## src/rtl/sp_ram_req_adapter.sv

```systemverilog
// sp_ram_req_adapter
// Bridges a byte-addressed req/gnt/rvalid data port onto one 32-bit
// single-port RAM with byte enables and a 1-cycle read latency.
// Sub-word lanes are placed on the RAM bus, read data is realigned,
// masked and sign/zero-extended, and accesses that straddle a word
// boundary can be split into two RAM cycles.
//
// Build option: define SP_RAM_REQ_ADAPTER_SPLIT_EN to split misaligned
// accesses. Without it, misaligned requests are granted but answered
// with err_o=1 and never reach the RAM.
//
// Handshake: a request is accepted in any cycle where req_i and gnt_o
// are both high; gnt_o is combinational from req_i while idle and low
// during the second half of a split. Every accepted request produces
// exactly one single-cycle rvalid_o pulse, in acceptance order, one
// cycle after acceptance (two for a split). rdata_o/err_o are only
// meaningful while rvalid_o is high and read as zero otherwise.
// dbg_state_o exposes the FSM state (0=IDLE, 1=SECOND).

module sp_ram_req_adapter #(
  parameter int ADDR_WIDTH = 8
) (
  input  logic                  clk,
  input  logic                  rst_n,
  input  logic                  req_i,
  output logic                  gnt_o,
  input  logic [ADDR_WIDTH+1:0] addr_i,
  input  logic                  we_i,
  input  logic [1:0]            size_i,
  input  logic                  sext_i,
  input  logic [31:0]           wdata_i,
  output logic                  rvalid_o,
  output logic [31:0]           rdata_o,
  output logic                  err_o,
  output logic                  ram_en_o,
  output logic [ADDR_WIDTH-1:0] ram_addr_o,
  output logic                  ram_we_o,
  output logic [3:0]            ram_be_o,
  output logic [31:0]           ram_wdata_o,
  input  logic [31:0]           ram_rdata_i,
  output logic                  dbg_state_o
);

  typedef enum logic {
    IDLE   = 1'b0,
    SECOND = 1'b1
  } state_t;

  state_t state;

  // Request-side lane computation
  logic [1:0]            off;
  logic [3:0]            mask;
  logic [7:0]            be64;
  logic [63:0]           wd64;
  logic [ADDR_WIDTH-1:0] word_addr;
  logic                  misaligned;
  logic                  do_split;
  logic                  do_err;
  logic                  grant;

  // State captured at grant for the response and the second access
  logic                  rvalid_q;
  logic [1:0]            off_q;
  logic [1:0]            size_q;
  logic                  sext_q;
  logic                  we_q;
  logic                  split_q;
  logic                  err_q;
  logic [ADDR_WIDTH-1:0] addr2_q;
  logic [3:0]            be2_q;
  logic [31:0]           wd2_q;
  logic [31:0]           first_q;

  // Response formatting
  logic [63:0]           rd64;
  logic [63:0]           rd_shift;
  logic [31:0]           rd_align;
  logic [31:0]           rd_fmt;

  assign off       = addr_i[1:0];
  assign word_addr = addr_i[ADDR_WIDTH+1:2];

  // Byte-enable pattern for the access size, before lane placement
  always_comb begin
    mask = 4'hF;
    case (size_i)
      2'd0:    mask = 4'h1;
      2'd1:    mask = 4'h3;
      default: mask = 4'hF;
    endcase
  end

  // Lanes spill into the upper word when the access crosses a boundary
  assign be64       = {4'b0000, mask} << off;
  assign wd64       = {32'h0, wdata_i} << {off, 3'b000};
  assign misaligned = |be64[7:4];

`ifdef SP_RAM_REQ_ADAPTER_SPLIT_EN
  assign do_split = misaligned;
  assign do_err   = 1'b0;
`else
  assign do_split = 1'b0;
  assign do_err   = misaligned;
`endif

  assign grant       = rst_n && (state == IDLE) && req_i;
  assign gnt_o       = grant;
  assign dbg_state_o = state;

  // RAM command: first access straight from the request, second from registers
  always_comb begin
    ram_en_o    = 1'b0;
    ram_we_o    = 1'b0;
    ram_be_o    = 4'h0;
    ram_addr_o  = word_addr;
    ram_wdata_o = wd64[31:0];
    if (rst_n) begin
      case (state)
        IDLE: begin
          if (req_i && !do_err) begin
            ram_en_o = 1'b1;
            ram_we_o = we_i;
            ram_be_o = be64[3:0];
          end
        end
        SECOND: begin
          ram_en_o    = 1'b1;
          ram_we_o    = we_q;
          ram_be_o    = be2_q;
          ram_addr_o  = addr2_q;
          ram_wdata_o = wd2_q;
        end
        default: ;
      endcase
    end
  end

  // FSM plus response pipeline: capture request at grant, emit rvalid later
  always_ff @(posedge clk) begin
    if (!rst_n) begin
      state    <= IDLE;
      rvalid_q <= 1'b0;
      off_q    <= 2'd0;
      size_q   <= 2'd0;
      sext_q   <= 1'b0;
      we_q     <= 1'b0;
      split_q  <= 1'b0;
      err_q    <= 1'b0;
      addr2_q  <= '0;
      be2_q    <= 4'h0;
      wd2_q    <= 32'h0;
      first_q  <= 32'h0;
    end else begin
      rvalid_q <= 1'b0;
      case (state)
        IDLE: begin
          if (grant) begin
            off_q   <= off;
            size_q  <= size_i;
            sext_q  <= sext_i;
            we_q    <= we_i;
            split_q <= do_split;
            err_q   <= do_err;
            // Word address wraps from the top of the RAM back to zero
            addr2_q <= word_addr + {{(ADDR_WIDTH-1){1'b0}}, 1'b1};
            be2_q   <= be64[7:4];
            wd2_q   <= wd64[63:32];
            if (do_split) begin
              state <= SECOND;
            end else begin
              rvalid_q <= 1'b1;
            end
          end
        end
        SECOND: begin
          // ram_rdata_i holds the first word now; the second arrives next cycle
          first_q  <= ram_rdata_i;
          rvalid_q <= 1'b1;
          state    <= IDLE;
        end
        default: state <= IDLE;
      endcase
    end
  end

  // Realign the (possibly two-word) read data to bit 0
  assign rd64     = split_q ? {ram_rdata_i, first_q} : {32'h0, ram_rdata_i};
  assign rd_shift = rd64 >> {off_q, 3'b000};
  assign rd_align = rd_shift[31:0];

  // Mask above the access size and extend from the top bit when requested
  always_comb begin
    rd_fmt = rd_align;
    case (size_q)
      2'd0:    rd_fmt = {{24{sext_q & rd_align[7]}}, rd_align[7:0]};
      2'd1:    rd_fmt = {{16{sext_q & rd_align[15]}}, rd_align[15:0]};
      default: rd_fmt = rd_align;
    endcase
  end

  assign rvalid_o = rvalid_q;
  assign err_o    = rvalid_q & err_q;
  assign rdata_o  = (rvalid_q && !we_q && !err_q) ? rd_fmt : 32'h0;

  // Structural invariants of the handshake and RAM command
  a_no_gnt_in_second: assert property (@(posedge clk) disable iff (!rst_n)
    (state == SECOND) |-> !gnt_o);
  a_err_only_with_valid: assert property (@(posedge clk) disable iff (!rst_n)
    err_o |-> rvalid_o);
  a_ram_quiet_when_off: assert property (@(posedge clk) disable iff (!rst_n)
    !ram_en_o |-> (!ram_we_o && (ram_be_o == 4'h0)));

endmodule

```

## config.mk

```make
export PLATFORM = sky130hd
export DESIGN_NAME = sp_ram_req_adapter
export DESIGN_NICKNAME = d
export VERILOG_FILES = /design/src/rtl/sp_ram_req_adapter.sv
export SDC_FILE = /design/constraint.sdc
export NUM_CORES = 1
export LEC_CHECK = 0
export BUFFER_PORTS_ARGS = -buffer_cell sky130_fd_sc_hd__clkbuf_2
export CAP_MARGIN = 20
export CORE_ASPECT_RATIO = 0.5
export CORE_UTILIZATION = 41
export CTS_BUF_LIST = sky130_fd_sc_hd__clkbuf_4 sky130_fd_sc_hd__clkbuf_8
export CTS_CLUSTER_SIZE = 30
export DETAILED_ROUTE_END_ITERATION = 8
export MAX_ROUTING_LAYER = met4
export PLACE_DENSITY = 0.86
export SETUP_SLACK_MARGIN = 0.15
export SYNTH_ARGS = -nofsm -noshare
export SYNTH_HDL_FRONTEND = slang
export SYNTH_SLANG_ARGS = --single-unit
```

## constraint.sdc

```tcl
create_clock -name clk -period 2.05 [get_ports clk]
set_input_delay 0 -clock clk [delete_from_list [all_inputs] [get_ports clk]]
set_output_delay 0 -clock clk [all_outputs]
set_load 0.01 [all_outputs]
```

==> key figures, run 1 <==
Flow run
  – Max Cap Viol: 0

STA
  – Hold Vio Cnt, Final: 0
  – Final count of pins violating max slew: 0
  – Max Clk Rate: 543 MHz
  – Tmin final: 1.84 ns
  – Finish-stage setup viols: 0
  – Ratio of final minimum period to clock period: 89.8%
  – Clock Skews: 0 ns
  – Setup TNS: 0 ns
  – RSZ-0062 raised after global routing: no

Global route
  – Vias in the first global route: 1897
  – First-pass GRT wire length: 8.38 mm
  – Met1 Use GR: 26.5%
  – Largest net degree at the start of global routing: 27
  – GRT busiest layer: met2
  – GRT Total Usage: 24.9%
  – Initial antenna violation count: 0
  – GR Layer Usage met2: 49.6%
  – GR Util met3: 1.90%
  – Grt ovf: 0

Clock tree
  – Root buf cell: clkbuf_8
  – Clock tree sinks: 8
  – # hold bufs at CTS: 0
  – CTS Buf Count: 3
  – Clock slew at reported path FFs: 0.04 ns
  – CTS Buffer Depth: 2
  – Skew-Pair Late Insertion Delay: 0.22 ns
  – H-tree levels: 1
  – CTS tree: built

Worst setup path
  – CP Class: flip-flop to output port
  – Crit path DAT: 1.84 ns
  – Largest stage delay, worst path: 0.58 ns
  – Worst-path maximum fanout: 10
  – Crit end category: output port
  – Critical path, cell by cell: mux4_2 -> o22ai_4 -> buf_4 -> o21ai_0 -> clkbuf_2
  – Slowest CP cell: mux4_2
  – Worst Path Buf+Inv: 2
  – Crit start category: flip-flop
  – Worst path required time: 2.05 ns
  – CP top delay family: multiplexers

Final layout
  – Finished Layout Cells: 421
  – Layout cells sized above 1: 48.0%
  – Fin nets: 450
  – Fillcell total: 357
  – Synthesis-to-finish area growth: 45.0%
  – # diodes: 0

Placed design
  – Dpl cells: 416
  – GP Congestion: 0.894
  – Detailed Place HPWL: 4.48 mm
  – # port buffers: 145

Yosys
  – Synth top area cells: mux2i_1 (17%), a211oi_1 (9.6%), dfxtp_1 (9.3%)
  – Synth warnings: 0
  – #FFs+latches synth: 8
  – Mean Syn Cell Area: 7.16 um2
  – Post-Syn Instances: 240
  – Synth top area share: 17.5%
  – Netlist Area Pre-Place: 1720 um2
  – Mapped Nets: 321
  – Register area share after synthesis: 9.32%
  – Netlist cell types: 36
  – Yosys top cell by area: mux2i_1

Floorplan
  – Die ar.: 4470 um2
  – # IOs: 163
  – Core ar.: 3960 um2
  – Horiz. Die Dim: 93.5 um
  – Die height: 47.8 um
  – Num rows: 16
  – Initial Utilization: 43.3%

Route
  – Antenna viol nets, final: 0
  – DRC: 0
  – DR pass1 iterations: 4
  – Per-cell routed wire length: 13.4 um
  – Routed vias/inst: 5.40
  – Total Wirelength: 5.65 mm
  – DR vias: 2272
  – Iter 0 DRT Violations: 70

Pwr
  – P_leak: 1.25 nW
  – Max VDD drop: 0.000161 V
  – PD cells: 344 nW/um2

Outcome
  – Outcome: complete, no violations

Min path
  – Worst min-delay path category: input port to output port
==> registers in the layout, indices dropped and copies added (netlist names) <==
signal / count
rvalid_o: 1
we_q: 1
sext_q: 1
off_q: 2
err_q: 1
size_q: 2
==> metrics by stage <==
step | power [mW] | hold slack (ns) | cell area, um2 | setup slack [ns] | util (%)
finish | 0.857 | 0.00000446 | 2490 | 0.209 | 62.8
global route | 0.919 | 0.0000239 | 2490 | 0.166 | 62.8
CTS | 0.845 | 0.0000686 | 2440 | 0.160 | 61.6
detailed placement | 0.658 | 0.0000686 | 2390 | 0.216 | 60.4
global placement | 0.644 | 0.0000686 | 2390 | 0.343 | 60.4
floorplan | 0.484 | 0.0918 | 1720 | 0.679 | -
==> Yosys cell counts, drive strengths merged <==
cell and count:
a2111oi 1, a211oi 22, a21boi 1, a21oi 10, a221oi 8, and2 11
and3 1, and3b 1, buf 25, clkbuf 6, clkinv 1, conb 1
dfxtp 8, inv 3, mux2 8, mux2i 30, mux4 1, nand2 12
nand2b 1, nand3 10, nand3b 1, nor2 12, nor2b 24, nor3 10
nor3b 2, o2111ai 1, o21ai 18, o21bai 1, o22ai 9, xor2 1
==> logic make-up (layout without fill, tap and decap cells) <==
group / count (synthesis) / in the layout / share of synthesized area [%]
flops: 8 / 8 / 9.32
xor+xnor: 1 / 1 / 0.510
simple gates: 85 / 85 / 26.7
buf+inv: 35 / 162 / 11.2
mux: 39 / 39 / 24.0
other cells: 1 / 1 / 0.218
compound gates: 71 / 71 / 28.0
==> repair_timing <==
item,4_1_cts,5_1_grt
pin swaps,0,1
buffers inserted,0,2
setup endpoints to repair,16,24
hold endpoints to repair,0,0
gates resized for setup,1,8
==> final timing paths <==
check | start | to | slack [ns] | cells past startpoint
max reg2reg | off_q[1]$_SDFFE_PN0P_ | off_q[1]$_SDFFE_PN0P_ | 1.19 | 3
min | addr_i[9] | ram_addr_o[7] | 0.000004 | 0
max | off_q[1]$_SDFFE_PN0P_ | rdata_o[25] | 0.21 | 5
min reg2reg | we_q$_SDFFE_PN0P_ | we_q$_SDFFE_PN0P_ | 0.54 | 2
==> worst register-to-register path, cell delays in order (launching register included) <==
cell and delay, ns:
dfxtp_1 0.34, buf_4 0.24, mux2i_1 0.10, nor2b_1 0.11
==> cell usage in the layout, fill, tap and decap left out, types with 2 or more instances in the layout <==
cell	instances
and2_1	11
a221oi_1	8
mux2i_1	30
nor2b_1	23
nor2_1	11
buf_4	9
nand3_1	9
clkbuf_2	145
clkbuf_8	3
o21ai_1	3
o22ai_1	8
o21ai_0	15
a211oi_1	22
nor3b_2	2
nand2_1	12
a21oi_1	10
nor3_1	10
mux2_2	8
inv_1	3
dfxtp_1	7
==> routing by layer <==
metal	up-vias	part of all wire, %
met4	0	2.6
met3	18	5.4
met1	1031	40
met5	-	0
li1	1139	-
met2	84	52
==> report_power, final <==
part | leakage [nW] | internal (mW) | switching (mW)
Clock | 0.0216 | 0.126 | 0.0540
Combinational | 1.17 | 0.225 | 0.272
Sequential | 0.0666 | 0.166 | 0.0130
Total | 1.25 | 0.518 | 0.339
==> cell type report <==
| class | instances | area, um2 | share of cell area (%) |
|---|---|---|---|
| multi-input cells | 197 | 1400 | 56.1 |
| well taps | 54 | 67.6 | 2.71 |
| clock buffers | 3 | 41.3 | 1.66 |
| inverters | 4 | 15.0 | 0.603 |
| flip-flops and latches | 8 | 161 | 6.48 |
| repair buffers | 155 | 808 | 32.4 |
(Power assumes the default switching activity.)
==> inputs of run 2 (changes only) <==
Settings changed: CELL_PAD_IN_SITES_DETAIL_PLACEMENT set to 1, CELL_PAD_IN_SITES_GLOBAL_PLACEMENT set to 1, CORE_UTILIZATION 41 to 26.
==> run 2 against run 1 <==
  * Setup slack improved by 0.066 ns
  * Highest routed layer unchanged
  * Register-to-register slack got worse by 0.04 ns
  * Hold slack barely moved
  * Critical path type unchanged
==> key figures, run 2 (synthesized netlist as in run 1, its figures left out) <==
Global route
  – GRT Total Usage: 19.3% (-5.6 points)
  – Vias in the first global route: 2171 (+14%)
  – Largest net degree at the start of global routing: 29 (+7.4%)
  – First-pass GRT wire length: 10.3 mm (+23%)
  – Grt ovf: 0 (unchanged)
  – Initial antenna violation count: 0 (unchanged)

Final layout
  – Commonest non-fill, non-tap cell in the layout: clkbuf_2
  – Synthesis-to-finish area growth: 47.6%
  – Fin nets: 451 (+0.22%)
  – Finished Cell Area: 2540 um2 (+1.8%)
  – Most frequent cells in the layout: clkbuf_2 (145), mux2i_1 (30), nor2b_1 (23), a211oi_1 (22), o21ai_0 (15)
  – Post-Route Utilization: 40.7% (-22 points)
  – Layout cells sized above 1: 47.3% (-0.67 points)
  – Top Registers: off_q x2, size_q x2
  – # diodes: 0 (unchanged)

Route
  – Routed vias/inst: 5.04 (-6.5%)
  – Antenna viol nets, final: 0 (unchanged)
  – DR vias: 2300 (+1.2%)
  – DRC: 0 (unchanged)
  – Iter 0 DRT Violations: 75 (+7.1%)
  – Per-cell routed wire length: 14.8 um (+10%)
  – DR pass1 iterations: 4 (unchanged)
  – Total Wirelength: 6.74 mm (+19%)

Floorplan
  – Initial Utilization: 27.6% (-16 points)
  – Die height: 59.5 um (+25%)
  – Core ar.: 6230 um2 (+57%)
  – Horiz. Die Dim: 117 um (+25%)
  – # IOs: 163 (unchanged)
  – Die ar.: 6960 um2 (+56%)
  – Num rows: 20 (+4)

STA
  – Final count of pins violating max slew: 0 (unchanged)
  – Final hold slack: 0.00000283 ns (-0.00000163 ns)
  – Finish-stage setup viols: 0 (unchanged)
  – Setup TNS: 0 ns (unchanged)
  – RSZ-0062 raised after global routing: yes
  – Slew @ Worst Pin: 0.531 ns
  – Slew margin rel.: 64.5%
  – Hold Vio Cnt, Final: 0 (unchanged)
  – Clock Skews: 0 ns (unchanged)
  – Ratio of final minimum period to clock period: 86.6% (-3.2 points)
  – Max Clk Rate: 564 MHz (+3.7%)
  – Tmin final: 1.77 ns (-0.0660 ns)

Pwr
  – Sequential Power Share: 20.4% (-0.6 points)
  – Total Power: 0.871 mW (+1.7%)
  – PD cells: 344 nW/um2 (-0.13%)
  – Pint: 0.524 mW (+1.2%)
  – Combinational power share: 58.9% (+0.9 points)
  – P_leak: 1.27 nW (+1.0%)
  – Max VDD drop: 0.000116 V (-28%)
  – Sw frac: 39.8% (+0.28 points)
  – Clock network fraction of total power: 20.7% (-0.4 points)
  – Net Sw Power: 0.347 mW (+2.4%)

Clock tree
  – Clock slew at reported path FFs: 0.04 ns (about the same)
  – CTS Buf Count: 3 (unchanged)
  – Root buf cell: clkbuf_8
  – Clock tree sinks: 8 (unchanged)
  – H-tree levels: 1 (unchanged)
  – CTS Buffer Depth: 2 (unchanged)
  – Skew-Pair Late Insertion Delay: 0.22 ns (about the same)
  – CTS tree: built
  – # hold bufs at CTS: 0 (unchanged)

Worst setup path
  – CP top delay family: multiplexers
  – Crit end category: output port
  – Worst-path maximum fanout: 16 (+6)
  – Critical path, cell by cell: mux4_2 -> o22ai_4 -> buf_12 -> o22ai_1 -> clkbuf_2
  – Worst Path Buf+Inv: 2 (unchanged)
  – Worst path required time: 2.05 ns (about the same)
  – Setup slack, reg-to-reg: 1.15 ns (-0.04 ns)
  – CP Class: flip-flop to output port
  – Slowest CP cell: mux4_2
  – Largest stage delay, worst path: 0.59 ns (about the same)
  – Crit start category: flip-flop
  – Crit path DAT: 1.77 ns (-0.07 ns)

Min path
  – Worst min-delay path category: input port to output port

Placed design
  – Detailed Place HPWL: 5.45 mm (+22%)
  – GP Congestion: 0.748 (-16%)
  – # port buffers: 145 (unchanged)
  – Placed instance area: 2450 um2 (+2.4%)

Outcome
  – Outcome: complete, no violations

Flow run
  – Max Cap Viol: 0 (unchanged)
==> run 2: cell count changes in the layout (fill, tap and decap cells not counted), sizes merged <==
cell / delta
buf: +1
==> run 2: worst register-to-register path, stage by stage (launching register included) <==
cell,delay (ns)
dfxtp_1,0.35
buf_4,0.26
mux2i_1,0.11
nor2b_1,0.12
==> run 2: layout make-up <==
type	count	area (um2)
Tap cell	88	110
Timing Repair Buffer	156	825
Inverter	4	15.0
Sequential cell	8	160
Fill cell	845	3690
Clock buffer	3	41.3
Multi-Input combinational cell	197	1390
==> run 2: what timing repair did <==
item / 4_1_cts / 5_1_grt
gates resized for setup: 1 / 4
buffers inserted: 0 / 1
pin swaps: 0 / 1
setup endpoints to repair: 1 / 24
==> run 2: metrics by stage <==
step | cells | worst slack [ns]
2_1_floorplan | 240 | 0.679
3_3_place_gp | 452 | 0.432
3_5_place_dp | 452 | 0.377
4_1_cts | 455 | 0.179
5_1_grt | 456 | 0.126
6_report | 456 | 0.275
==> run 2: path summary, 6_finish.rpt <==
kind,startpoint,endpoint,cells after the start
setup / recovery,off_q[1]$_SDFFE_PN0P_,rdata_o[17],5
hold / removal,addr_i[4],ram_addr_o[2],0
setup reg to reg,off_q[1]$_SDFFE_PN0P_,off_q[1]$_SDFFE_PN0P_,3
hold reg to reg,sext_q$_SDFFE_PN0P_,sext_q$_SDFFE_PN0P_,2
==> run 2: power groups by stage <==
stage | Sequential (mW) | Combinational [mW] | Clock, mW
after CTS | 0.177 | 0.501 | 0.189
final | 0.178 | 0.513 | 0.181
after floorplan | 0.176 | 0.308 | 0
after detailed placement | 0.179 | 0.498 | 0
after global placement | 0.179 | 0.490 | 0
after global routing | 0.180 | 0.562 | 0.199
==> run 2: layer usage <==
metal  part of all wire (%)  up-vias  track usage (%)
met3                    5.9        6             2.04
met4                   0.59        0             4.34
met5                      0        -                -
li1                       -     1138                -
met1                     44     1078             22.7
met2                     49       78             35.9
==> inputs of run 3 (changes only) <==
Settings changed: HOLD_SLACK_MARGIN set to 0.06, PLACE_DENSITY 0.86 to 0.88.
==> run 3 against run 2 <==
  * Total power increased by 3.8%
  * Die area is the same
  * Via count increased by 4.2%
  * Register-to-register slack got worse by 0.08 ns
  * Design area rose by 3.6%
  * Setup slack worse by 0.074 ns
  * Largest cell class unchanged
  * Clock power increased by 7%
  * Fmax shrank 4.0%
  * First-iteration DRC count rose by 11%
  * Clock-buffer cell count is the same
  * Wire length grew 5.8%
  * Global-route usage increased by 1.1 points
==> key figures, run 3 (synthesized netlist as in run 1, its figures left out) <==
Global route
  – First-pass GRT wire length: 10.8 mm (+4.8%)
  – GRT busiest layer: met2
  – GR Util met3: 1.23% (-0.82 points)
  – Grt ovf: 0 (unchanged)
  – GR Layer Usage met2: 40.0% (+4.1 points)
  – Largest net degree at the start of global routing: 36 (+24%)
  – Vias in the first global route: 2300 (+5.9%)
  – GRT Total Usage: 20.4% (+1.1 points)
  – Met1 Use GR: 22.2% (-0.56 points)
  – Initial antenna violation count: 0 (unchanged)

Placed design
  – # port buffers: 145 (unchanged)
  – GP Congestion: 0.755 (+0.98%)
  – Detailed Place HPWL: 5.38 mm (-1.3%)

Pwr
  – Max VDD drop: 0.000125 V (+7.3%)
  – PD cells: 344 nW/um2 (+0.18%)
  – Combinational power share: 58.8% (about the same)
  – Pint: 0.534 mW (+1.8%)
  – Total Power: 0.904 mW (+3.8%)
  – Sw frac: 40.9% (+1.1 points)
  – Sequential Power Share: 19.7% (-0.7 points)
  – Net Sw Power: 0.370 mW (+6.7%)
  – Clock network fraction of total power: 21.5% (+0.8 points)
  – P_leak: 1.31 nW (+3.3%)

Final layout
  – Top Registers: off_q x2, size_q x2
  – Layout cells sized above 1: 46.2% (-1.1 points)
  – Fin nets: 462 (+2.4%)
  – # diodes: 0 (unchanged)
  – Synthesis-to-finish area growth: 52.9%
  – Most frequent cells in the layout: clkbuf_2 (145), mux2i_1 (30), nor2b_1 (23), a211oi_1 (22), o21ai_0 (15)
  – Commonest non-fill, non-tap cell in the layout: clkbuf_2
  – Post-Route Utilization: 42.2% (+1.5 points)

STA
  – Hold Vio Cnt, Final: 0 (unchanged)
  – Finish-stage setup viols: 0 (unchanged)
  – Slew margin rel.: 60.2% (-4.3 points)
  – Tmin final: 1.85 ns (+0.0736 ns)
  – Final count of pins violating max slew: 0 (unchanged)
  – RSZ-0062 raised after global routing: yes
  – Slew @ Worst Pin: 0.595 ns (+0.0642 ns)
  – Clock Skews: 0 ns (unchanged)
  – Max Clk Rate: 541 MHz (-4.0%)
  – Setup TNS: 0 ns (unchanged)
  – Ratio of final minimum period to clock period: 90.2% (+3.6 points)

Clock tree
  – Clock tree sinks: 8 (unchanged)
  – Clock slew at reported path FFs: 0.04 ns (about the same)
  – H-tree levels: 1 (unchanged)
  – Root buf cell: clkbuf_8
  – CTS Buf Count: 3 (unchanged)
  – CTS tree: built
  – Skew-Pair Late Insertion Delay: 0.23 ns (about the same)
  – CTS Buffer Depth: 2 (unchanged)

Route
  – DR pass1 iterations: 4 (unchanged)
  – DR vias: 2396 (+4.2%)
  – Per-cell routed wire length: 15.3 um (+3.3%)
  – DRC: 0 (unchanged)
  – Iter 0 DRT Violations: 83 (+11%)
  – Antenna viol nets, final: 0 (unchanged)
  – Total Wirelength: 7.13 mm (+5.8%)
  – Routed vias/inst: 5.13 (+1.7%)

Worst setup path
  – Crit start category: flip-flop
  – CP Class: flip-flop to output port
  – Largest stage delay, worst path: 0.59 ns (about the same)
  – Crit path DAT: 1.85 ns (+0.08 ns)
  – Worst path required time: 2.05 ns (about the same)
  – Crit end category: output port
  – Worst Path Buf+Inv: 2 (unchanged)
  – Critical path, cell by cell: mux4_2 -> o22ai_4 -> buf_4 -> o21ai_0 -> clkbuf_2
  – Worst-path maximum fanout: 9 (-7)
  – CP top delay family: multiplexers
  – Slowest CP cell: mux4_2

Floorplan
  – Initial Utilization: 27.6% (unchanged)
  – # IOs: 163 (unchanged)
  – Core ar.: 6230 um2 (unchanged)
  – Die ar.: 6960 um2 (unchanged)
  – Die height: 59.5 um (unchanged)
  – Num rows: 20 (unchanged)
  – Horiz. Die Dim: 117 um (unchanged)

Min path
  – Worst min-delay path category: input port to flip-flop

Outcome
  – Outcome: complete, no violations

Flow run
  – Max Cap Viol: 0 (unchanged)
[run 3: cell count changes in the layout (fill, tap and decap cells not counted)]
cell / previous run / this run
dlygate4sd3_1: 0 / 10
buf_4: 9 / 12
buf_12: 1 / 0
buf_6: 1 / 0
[run 3: final cells by class]
cell class | instances | area (um2)
inverters | 4 | 15.0
clock buffers | 3 | 41.3
flip-flops and latches | 8 | 160
well taps | 88 | 110
fillers | 821 | 3600
repair buffers | 167 | 916
multi-input cells | 197 | 1390
[run 3: timing repair]
action	in CTS	in global routing
resized for setup	2	2
hold endpoints to repair	10	0
setup buffers	2	0
endpoints found under the setup margin	11	6
pin swaps	1	0
hold buffers	10	0
[run 3: power by group through the flow]
stage	logic, mW	registers (mW)	clock network, mW
3_3_place_gp	0.489	0.178	0
3_5_place_dp	0.498	0.180	0
5_1_grt	0.582	0.179	0.207
4_1_cts	0.530	0.177	0.200
2_1_floorplan	0.308	0.176	0
6_report	0.532	0.178	0.194
[run 3: worst paths after layout]
path | startpoint | end | slack (ns) | cells past startpoint
hold / removal | rst_n | we_q$_SDFFE_PN0P_ | 0.09 | 2
setup / recovery | off_q[1]$_SDFFE_PN0P_ | rdata_o[31] | 0.20 | 5
hold reg to reg | we_q$_SDFFE_PN0P_ | we_q$_SDFFE_PN0P_ | 0.55 | 2
setup reg to reg | off_q[0]$_SDFFE_PN0P_ | off_q[0]$_SDFFE_PN0P_ | 1.07 | 3
[run 3: routing by layer]
metal  up-vias  share of wire (%)
met5         -                  0
met4         0                1.1
met1      1131                 42
met2        96                 51
met3         7                5.5
li1       1162                  -
[run 3: per-stage QoR]
| step | hold WS, ns | area (um2) | setup slack [ns] | cells |
|---|---|---|---|---|
| 2_1_floorplan | 0.0918 | 1720 | 0.679 | 240 |
| 3_3_place_gp | 0.0000686 | 2450 | 0.377 | 452 |
| 3_5_place_dp | 0.0000686 | 2450 | 0.308 | 452 |
| 4_1_cts | 0.0836 | 2620 | 0.182 | 467 |
| 5_1_grt | 0.108 | 2630 | 0.138 | 467 |
| 6_report | 0.0859 | 2630 | 0.202 | 467 |
